## src/rtl/cnn_data_path_param.sv

```systemverilog
// cnn_data_path_param
//   Parameterised CNN datapath: accumulator/ALU core, DR/TR/IR data registers,
//   PC/AR address registers, a general-purpose register file and a shared bus,
//   plus a multi-cycle convolution MAC engine (IDLE -> RUN -> WB) that streams
//   memory operands through AR, multiplies them by GPR kernel weights and
//   writes the saturated sum into AC.
//
// Optional build macro:
//   MAC_RELU_EN - the MAC write-back value is ReLU(saturate(acc)).
//
// Ports:
//   clk, rst            clock, asynchronous active-high reset
//   bus_sel             bus source (0 DR, 1 AC, 2 TR, 3 PC, 4 mem_rdata,
//                       5 IR, 16+i GPR[i], else 0)
//   *_load, *_inc       register load from bus / increment controls
//   gpr_we, gpr_wsel    GPR write strobe and index
//   ac_load, alu_op     AC <= ALU(AC, DR)
//   mac_start, mac_len  MAC start request and kernel length
//   mac_busy, mac_done  MAC engine active / one-cycle completion pulse
//   mem_addr, mem_rdata, mem_wdata   single-port memory interface
//   ir_value, ac_value, pc_value     register taps
//   flag_z, flag_n      AC zero / negative flags
module cnn_data_path_param #(
    parameter int DATA_W  = 16,
    parameter int ADDR_W  = 12,
    parameter int NUM_GPR = 8,
    localparam int LEN_W  = $clog2(NUM_GPR) + 1
) (
    input  logic              clk,
    input  logic              rst,
    input  logic [4:0]        bus_sel,
    input  logic              dr_load,
    input  logic              tr_load,
    input  logic              ir_load,
    input  logic              pc_load,
    input  logic              ar_load,
    input  logic              pc_inc,
    input  logic              ar_inc,
    input  logic              gpr_we,
    input  logic [3:0]        gpr_wsel,
    input  logic              ac_load,
    input  logic [3:0]        alu_op,
    input  logic              mac_start,
    input  logic [LEN_W-1:0]  mac_len,
    output logic              mac_busy,
    output logic              mac_done,
    output logic [ADDR_W-1:0] mem_addr,
    input  logic [DATA_W-1:0] mem_rdata,
    output logic [DATA_W-1:0] mem_wdata,
    output logic [DATA_W-1:0] ir_value,
    output logic [DATA_W-1:0] ac_value,
    output logic [ADDR_W-1:0] pc_value,
    output logic              flag_z,
    output logic              flag_n
);

    localparam int IDX_W  = $clog2(NUM_GPR);
    localparam int PROD_W = 2 * DATA_W;
    localparam int ACC_W  = 2 * DATA_W + LEN_W;

    localparam logic signed [ACC_W-1:0] SAT_MAX =
        {{(ACC_W-DATA_W+1){1'b0}}, {(DATA_W-1){1'b1}}};
    localparam logic signed [ACC_W-1:0] SAT_MIN =
        {{(ACC_W-DATA_W+1){1'b1}}, {(DATA_W-1){1'b0}}};

    typedef enum logic [1:0] {IDLE, RUN, WB} mac_state_t;

    mac_state_t                state;
    logic [DATA_W-1:0]         dr, tr, ir, ac;
    logic [ADDR_W-1:0]         pc, ar;
    logic [DATA_W-1:0]         gpr [NUM_GPR];
    logic signed [ACC_W-1:0]   acc;
    logic [LEN_W-1:0]          len, idx, len_clamped;
    logic                      done_r;

    logic [DATA_W-1:0]         bus, alu_res, gpr_rd, sat_val, wb_val;
    logic signed [PROD_W-1:0]  prod;
    logic signed [ACC_W-1:0]   prod_ext;

    // Shared bus source select
    always_comb begin
        bus = '0;
        if (bus_sel[4]) begin
            if (int'(bus_sel[3:0]) < NUM_GPR)
                bus = gpr[bus_sel[IDX_W-1:0]];
        end else begin
            case (bus_sel[3:0])
                4'd0:    bus = dr;
                4'd1:    bus = ac;
                4'd2:    bus = tr;
                4'd3:    bus = DATA_W'(pc);
                4'd4:    bus = mem_rdata;
                4'd5:    bus = ir;
                default: bus = '0;
            endcase
        end
    end

    // ALU: a = AC, b = DR
    always_comb begin
        case (alu_op)
            4'd0:    alu_res = ac + dr;
            4'd1:    alu_res = ac - dr;
            4'd2:    alu_res = ac & dr;
            4'd3:    alu_res = ac | dr;
            4'd4:    alu_res = ac ^ dr;
            4'd5:    alu_res = ~ac;
            4'd6:    alu_res = {ac[DATA_W-2:0], 1'b0};
            4'd7:    alu_res = {ac[DATA_W-1], ac[DATA_W-1:1]};
            4'd8:    alu_res = dr;
            4'd9:    alu_res = ac[DATA_W-1] ? '0 : ac;
            4'd10:   alu_res = '0;
            default: alu_res = ac;
        endcase
    end

    // MAC datapath: kernel weight read, signed product, saturation
    always_comb begin
        gpr_rd = '0;
        if (int'(idx) < NUM_GPR)
            gpr_rd = gpr[idx[IDX_W-1:0]];
    end

    assign prod        = $signed(mem_rdata) * $signed(gpr_rd);
    assign prod_ext    = {{(ACC_W-PROD_W){prod[PROD_W-1]}}, prod};
    assign len_clamped = (int'(mac_len) > NUM_GPR) ? LEN_W'(NUM_GPR) : mac_len;

    always_comb begin
        if (acc > SAT_MAX)
            sat_val = {1'b0, {(DATA_W-1){1'b1}}};
        else if (acc < SAT_MIN)
            sat_val = {1'b1, {(DATA_W-1){1'b0}}};
        else
            sat_val = acc[DATA_W-1:0];
`ifdef MAC_RELU_EN
        wb_val = sat_val[DATA_W-1] ? '0 : sat_val;
`else
        wb_val = sat_val;
`endif
    end

    // MAC sequencer
    always_ff @(posedge clk or posedge rst) begin
        if (rst) begin
            state  <= IDLE;
            acc    <= '0;
            idx    <= '0;
            len    <= '0;
            done_r <= 1'b0;
        end else begin
            done_r <= 1'b0;
            case (state)
                IDLE: begin
                    if (mac_start) begin
                        len   <= len_clamped;
                        acc   <= '0;
                        idx   <= '0;
                        state <= (len_clamped == '0) ? WB : RUN;
                    end
                end
                RUN: begin
                    acc <= acc + prod_ext;
                    idx <= idx + LEN_W'(1);
                    if (idx == len - LEN_W'(1))
                        state <= WB;
                end
                WB: begin
                    done_r <= 1'b1;
                    state  <= IDLE;
                end
                default: state <= IDLE;
            endcase
        end
    end

    // Architectural registers; AC and AR belong to the MAC while it is busy
    always_ff @(posedge clk or posedge rst) begin
        if (rst) begin
            dr <= '0;
            tr <= '0;
            ir <= '0;
            ac <= '0;
            pc <= '0;
            ar <= '0;
            for (int unsigned i = 0; i < NUM_GPR; i++)
                gpr[i] <= '0;
        end else begin
            if (dr_load) dr <= bus;
            if (tr_load) tr <= bus;
            if (ir_load) ir <= bus;

            if (pc_load)     pc <= bus[ADDR_W-1:0];
            else if (pc_inc) pc <= pc + ADDR_W'(1);

            if (gpr_we && int'(gpr_wsel) < NUM_GPR)
                gpr[gpr_wsel[IDX_W-1:0]] <= bus;

            if (state == WB)
                ac <= wb_val;
            else if (!mac_busy && ac_load)
                ac <= alu_res;

            if (state == RUN)
                ar <= ar + ADDR_W'(1);
            else if (!mac_busy) begin
                if (ar_load)     ar <= bus[ADDR_W-1:0];
                else if (ar_inc) ar <= ar + ADDR_W'(1);
            end
        end
    end

    assign mac_busy  = (state != IDLE);
    assign mac_done  = done_r;
    assign mem_addr  = ar;
    assign mem_wdata = bus;
    assign ir_value  = ir;
    assign ac_value  = ac;
    assign pc_value  = pc;
    assign flag_z    = (ac == '0);
    assign flag_n    = ac[DATA_W-1];

endmodule
```

## config.mk

```make
export PLATFORM = sky130hd
export DESIGN_NAME = cnn_data_path_param
export DESIGN_NICKNAME = d
export VERILOG_FILES = /design/src/rtl/cnn_data_path_param.sv
export SDC_FILE = /design/constraint.sdc
export NUM_CORES = 2
export LEC_CHECK = 0
export BUFFER_PORTS_ARGS = -buffer_cell sky130_fd_sc_hd__buf_2
export CORE_MARGIN = 5
export CORE_UTILIZATION = 50
export CTS_CLUSTER_DIAMETER = 40
export DETAILED_ROUTE_END_ITERATION = 8
export GPL_TIMING_DRIVEN = 0
export PLACE_DENSITY = 0.67
export SLEW_MARGIN = 0
export SYNTH_ARGS = -nofsm -noshare
export SYNTH_HDL_FRONTEND = slang
export SYNTH_SLANG_ARGS = --single-unit
```

## constraint.sdc

```tcl
create_clock -name clk -period 14.65 [get_ports clk]
set_input_delay 2.1975 -clock clk [delete_from_list [all_inputs] [get_ports clk]]
set_output_delay 2.1975 -clock clk [all_outputs]
set_load 0.005 [all_outputs]
```

==> results.sh <==
export IMPL_outcome="completed"
export IMPL_net_count_synth=3422
export IMPL_number_of_instances_in_the_synthesized_netlist=2903
export IMPL_gpl_final_weighted_congestion=0.980
export IMPL_cts_made_buffers=37
export IMPL_placed_cells_incl_taps=3718
export IMPL_via_count=22588
export IMPL_totalWireLength_um=86900
export IMPL_drt_drc_violations_left=0
export IMPL_drt_first_pass_iters=6
export IMPL_drt_initial_drc_count=2205
export IMPL_startpoint="idx[0]"
export IMPL_routed_wire_length_per_instance_um=22.9
export IMPL_drt_antenna_violating_nets=0
export IMPL_final_net_count=3580
export IMPL_fin_setup_tns_ps=0
export IMPL_holdCritStartpoint="gpr[110]"
export IMPL_grt_max_degree=114
export IMPL_crit_family="adder cells"
export IMPL_site_row_count=85
export IMPL_cts_max_path_buffers=3
export IMPL_cts_resized=0
export IMPL_most_common_cell_after_layout_fill_and_taps_aside="inv_1"
export IMPL_tritoncts="built"
export IMPL_timing_final_setup_violations=0
export IMPL_timing_max_transition_violations_final=0
export IMPL_ffs_latches_synth=263
export IMPL_syn2layout_area_growth_pct=10.6
export IMPL_busiest_metal_layer_after_global_routing="met2"
export IMPL_critPathSlowestCell="nor2_1"
export IMPL_register_to_register_path_depth=25
export IMPL_ratio_of_final_minimum_period_to_clock_period_pct=65.4
export IMPL_rsz0062_at_grt="no"
export IMPL_boundaryPins=121
export IMPL_post_cts_repair_setup_buffers=0
export IMPL_cts_reportedPaths_clkPinSlew_ps=60
export IMPL_number_of_maximum_capacitance_violations=0
export IMPL_postCtsHoldBufs=0
export IMPL_finalHoldWorstSlack_ps=505
export IMPL_crit_fanout=10
export IMPL_globalRouteTotalUtil_pct=29.6
export IMPL_post_route_util_pct=55.7
export IMPL_cts_root_buf="clkbuf_16"
export IMPL_area_of_the_die_sq_um=58700
export IMPL_total_number_of_h_tree_levels=2
export IMPL_grt_pass1_vias=23548
export IMPL_ys_dominant_reg_cell="dfrtp_1"
export IMPL_crit_path_start_kind="register"
export IMPL_dieWidth_um=242
export IMPL_grt_first_pass_wirelength_um=137000
export IMPL_start_util_pct=50.4
export IMPL_use_met2_pct=46.6
export IMPL_max_freq_ghz=0.104
export IMPL_hold_path_depth=2
export IMPL_cp_end_kind="register"
export IMPL_overflow=0
export IMPL_yosys_warnings=0
export IMPL_cell_with_the_most_instances_on_the_worst_path="fa_1"
export IMPL_worstPathBufferInverterCount=7
export IMPL_fin_skew_ps=26.9
export IMPL_grt_util_met1_pct=40.1
export IMPL_routed_via_density=5.96
export IMPL_synth_edff_count=0
export IMPL_worstSkewPairLatency_ps=550
export IMPL_slowest_cell_delay_on_critical_path_ps=880
export IMPL_timing_worst_setup_path_type="register to register"
export IMPL_grt_use_met3_pct=6.24
export IMPL_reg2reg_from="idx[0]"
export IMPL_syn_area_per_cell_sq_um=9.30
export IMPL_cts_num_sinks=263
export IMPL_synth_area_sq_um=27000
export IMPL_die_h_um=242
export IMPL_timing_hold_violations_final=0
export IMPL_timing_hold_worst_class="register to register"
export IMPL_layout_min_cycle_time_ps=9580
export IMPL_synthDistinctLibCells=71
export IMPL_path_depth=25
export IMPL_dp_hpwl_um=67700
export IMPL_instances_no_fill=3792
export IMPL_sequential_area_share_after_synthesis_pct=24.4
export IMPL_synth_async_reset_ratio_pct=100
export IMPL_post_route_cells_drive_above_1_share_pct=9.52
export IMPL_portBuffers=117
export IMPL_slew_limit_headroom_pct=15.6
export IMPL_cp_required_ps=15120
export IMPL_worstMarginPinSlew_ps=1260
export IMPL_highest_count_cells_in_the_layout_ignoring_fill_and_taps="444 x inv_1, 315 x fa_1, 293 x nand2_1"
export IMPL_core_region_area_sq_um=53600
export IMPL_critical_path_arrival_ps=10050
export IMPL_initial_antenna_violation_count=5
cell usage after synthesis (all sizes together), types with 25 or more instances:
cell / count / area, sq um
and2: 128 / 801
xnor2: 52 / 455
nor2: 234 / 878
a31oi: 30 / 203
o21ai: 145 / 726
a21oi: 197 / 986
a22oi: 50 / 375
nand3: 30 / 150
mux4: 64 / 1440
clkbuf: 137 / 514
inv: 445 / 1670
nand2: 293 / 1100
mux2i: 29 / 290
buf: 25 / 118
dfrtp: 263 / 6580
ha: 159 / 1990
fa: 315 / 6310
worst min-delay path, cell delays in order (launching register included):
cell and delay, ps:
dfrtp_1 360, nand2_1 50, o21ai_0 60
layer usage:
layer	wire length (um)	part of all wire [%]
met5	13	0.015
met4	4210	4.8
met3	7850	9.0
met2	39700	46
met1	35200	40
flip-flops by register name, indices dropped and copies added (netlist names):
signal,cells
mac_done,1
len,4
ac_value,16
idx,4
mem_addr,12
pc_value,12
acc,36
dr,16
gpr,128
tr,16
state,2
ir_value,16
logic make-up after synthesis:
logic type / Yosys count / synth area share [%]
muxes: 108 / 7.04
buffers and inverters: 607 / 8.53
AOI/OAI and AO/OA: 583 / 13.4
xor gates and xnor gates: 74 / 2.40
and+or+nand+nor: 794 / 13.5
DFF: 263 / 24.4
adders and majority gates: 474 / 30.7
final timing paths:
kind	end	slack (ps)
worst max-delay path	acc[32]	5070
worst min-delay path	gpr[110]	500
worst max register to register	acc[32]	5070
worst min register to register	gpr[110]	500
max in group asynchronous	gpr[85]	12010
min in group asynchronous	ac_value[9]	1700
through the flow:
| step | instance area (sq um) | worst slack (ps) |
|---|---|---|
| after floorplan | 27000 | 5210 |
| after global placement | 28400 | 1890 |
| after detailed placement | 28500 | 5270 |
| after CTS | 29800 | 5200 |
| after global routing | 29800 | 4760 |
| final | 29800 | 5070 |
area by class of cell:
cell class | count | area, sq um
flip-flops and latches | 263 | 6580
repair buffers | 119 | 641
clock inverters | 21 | 298
diodes | 7 | 17.5
clock buffers | 46 | 1020
plain buffers | 162 | 632
fillers | 4813 | 23800
inverters | 445 | 1680
multi-input cells | 2033 | 18100
well taps | 696 | 871
Power is not shown: default switching activity piles up to over one toggle a cycle in this logic, so the estimate is an artifact.
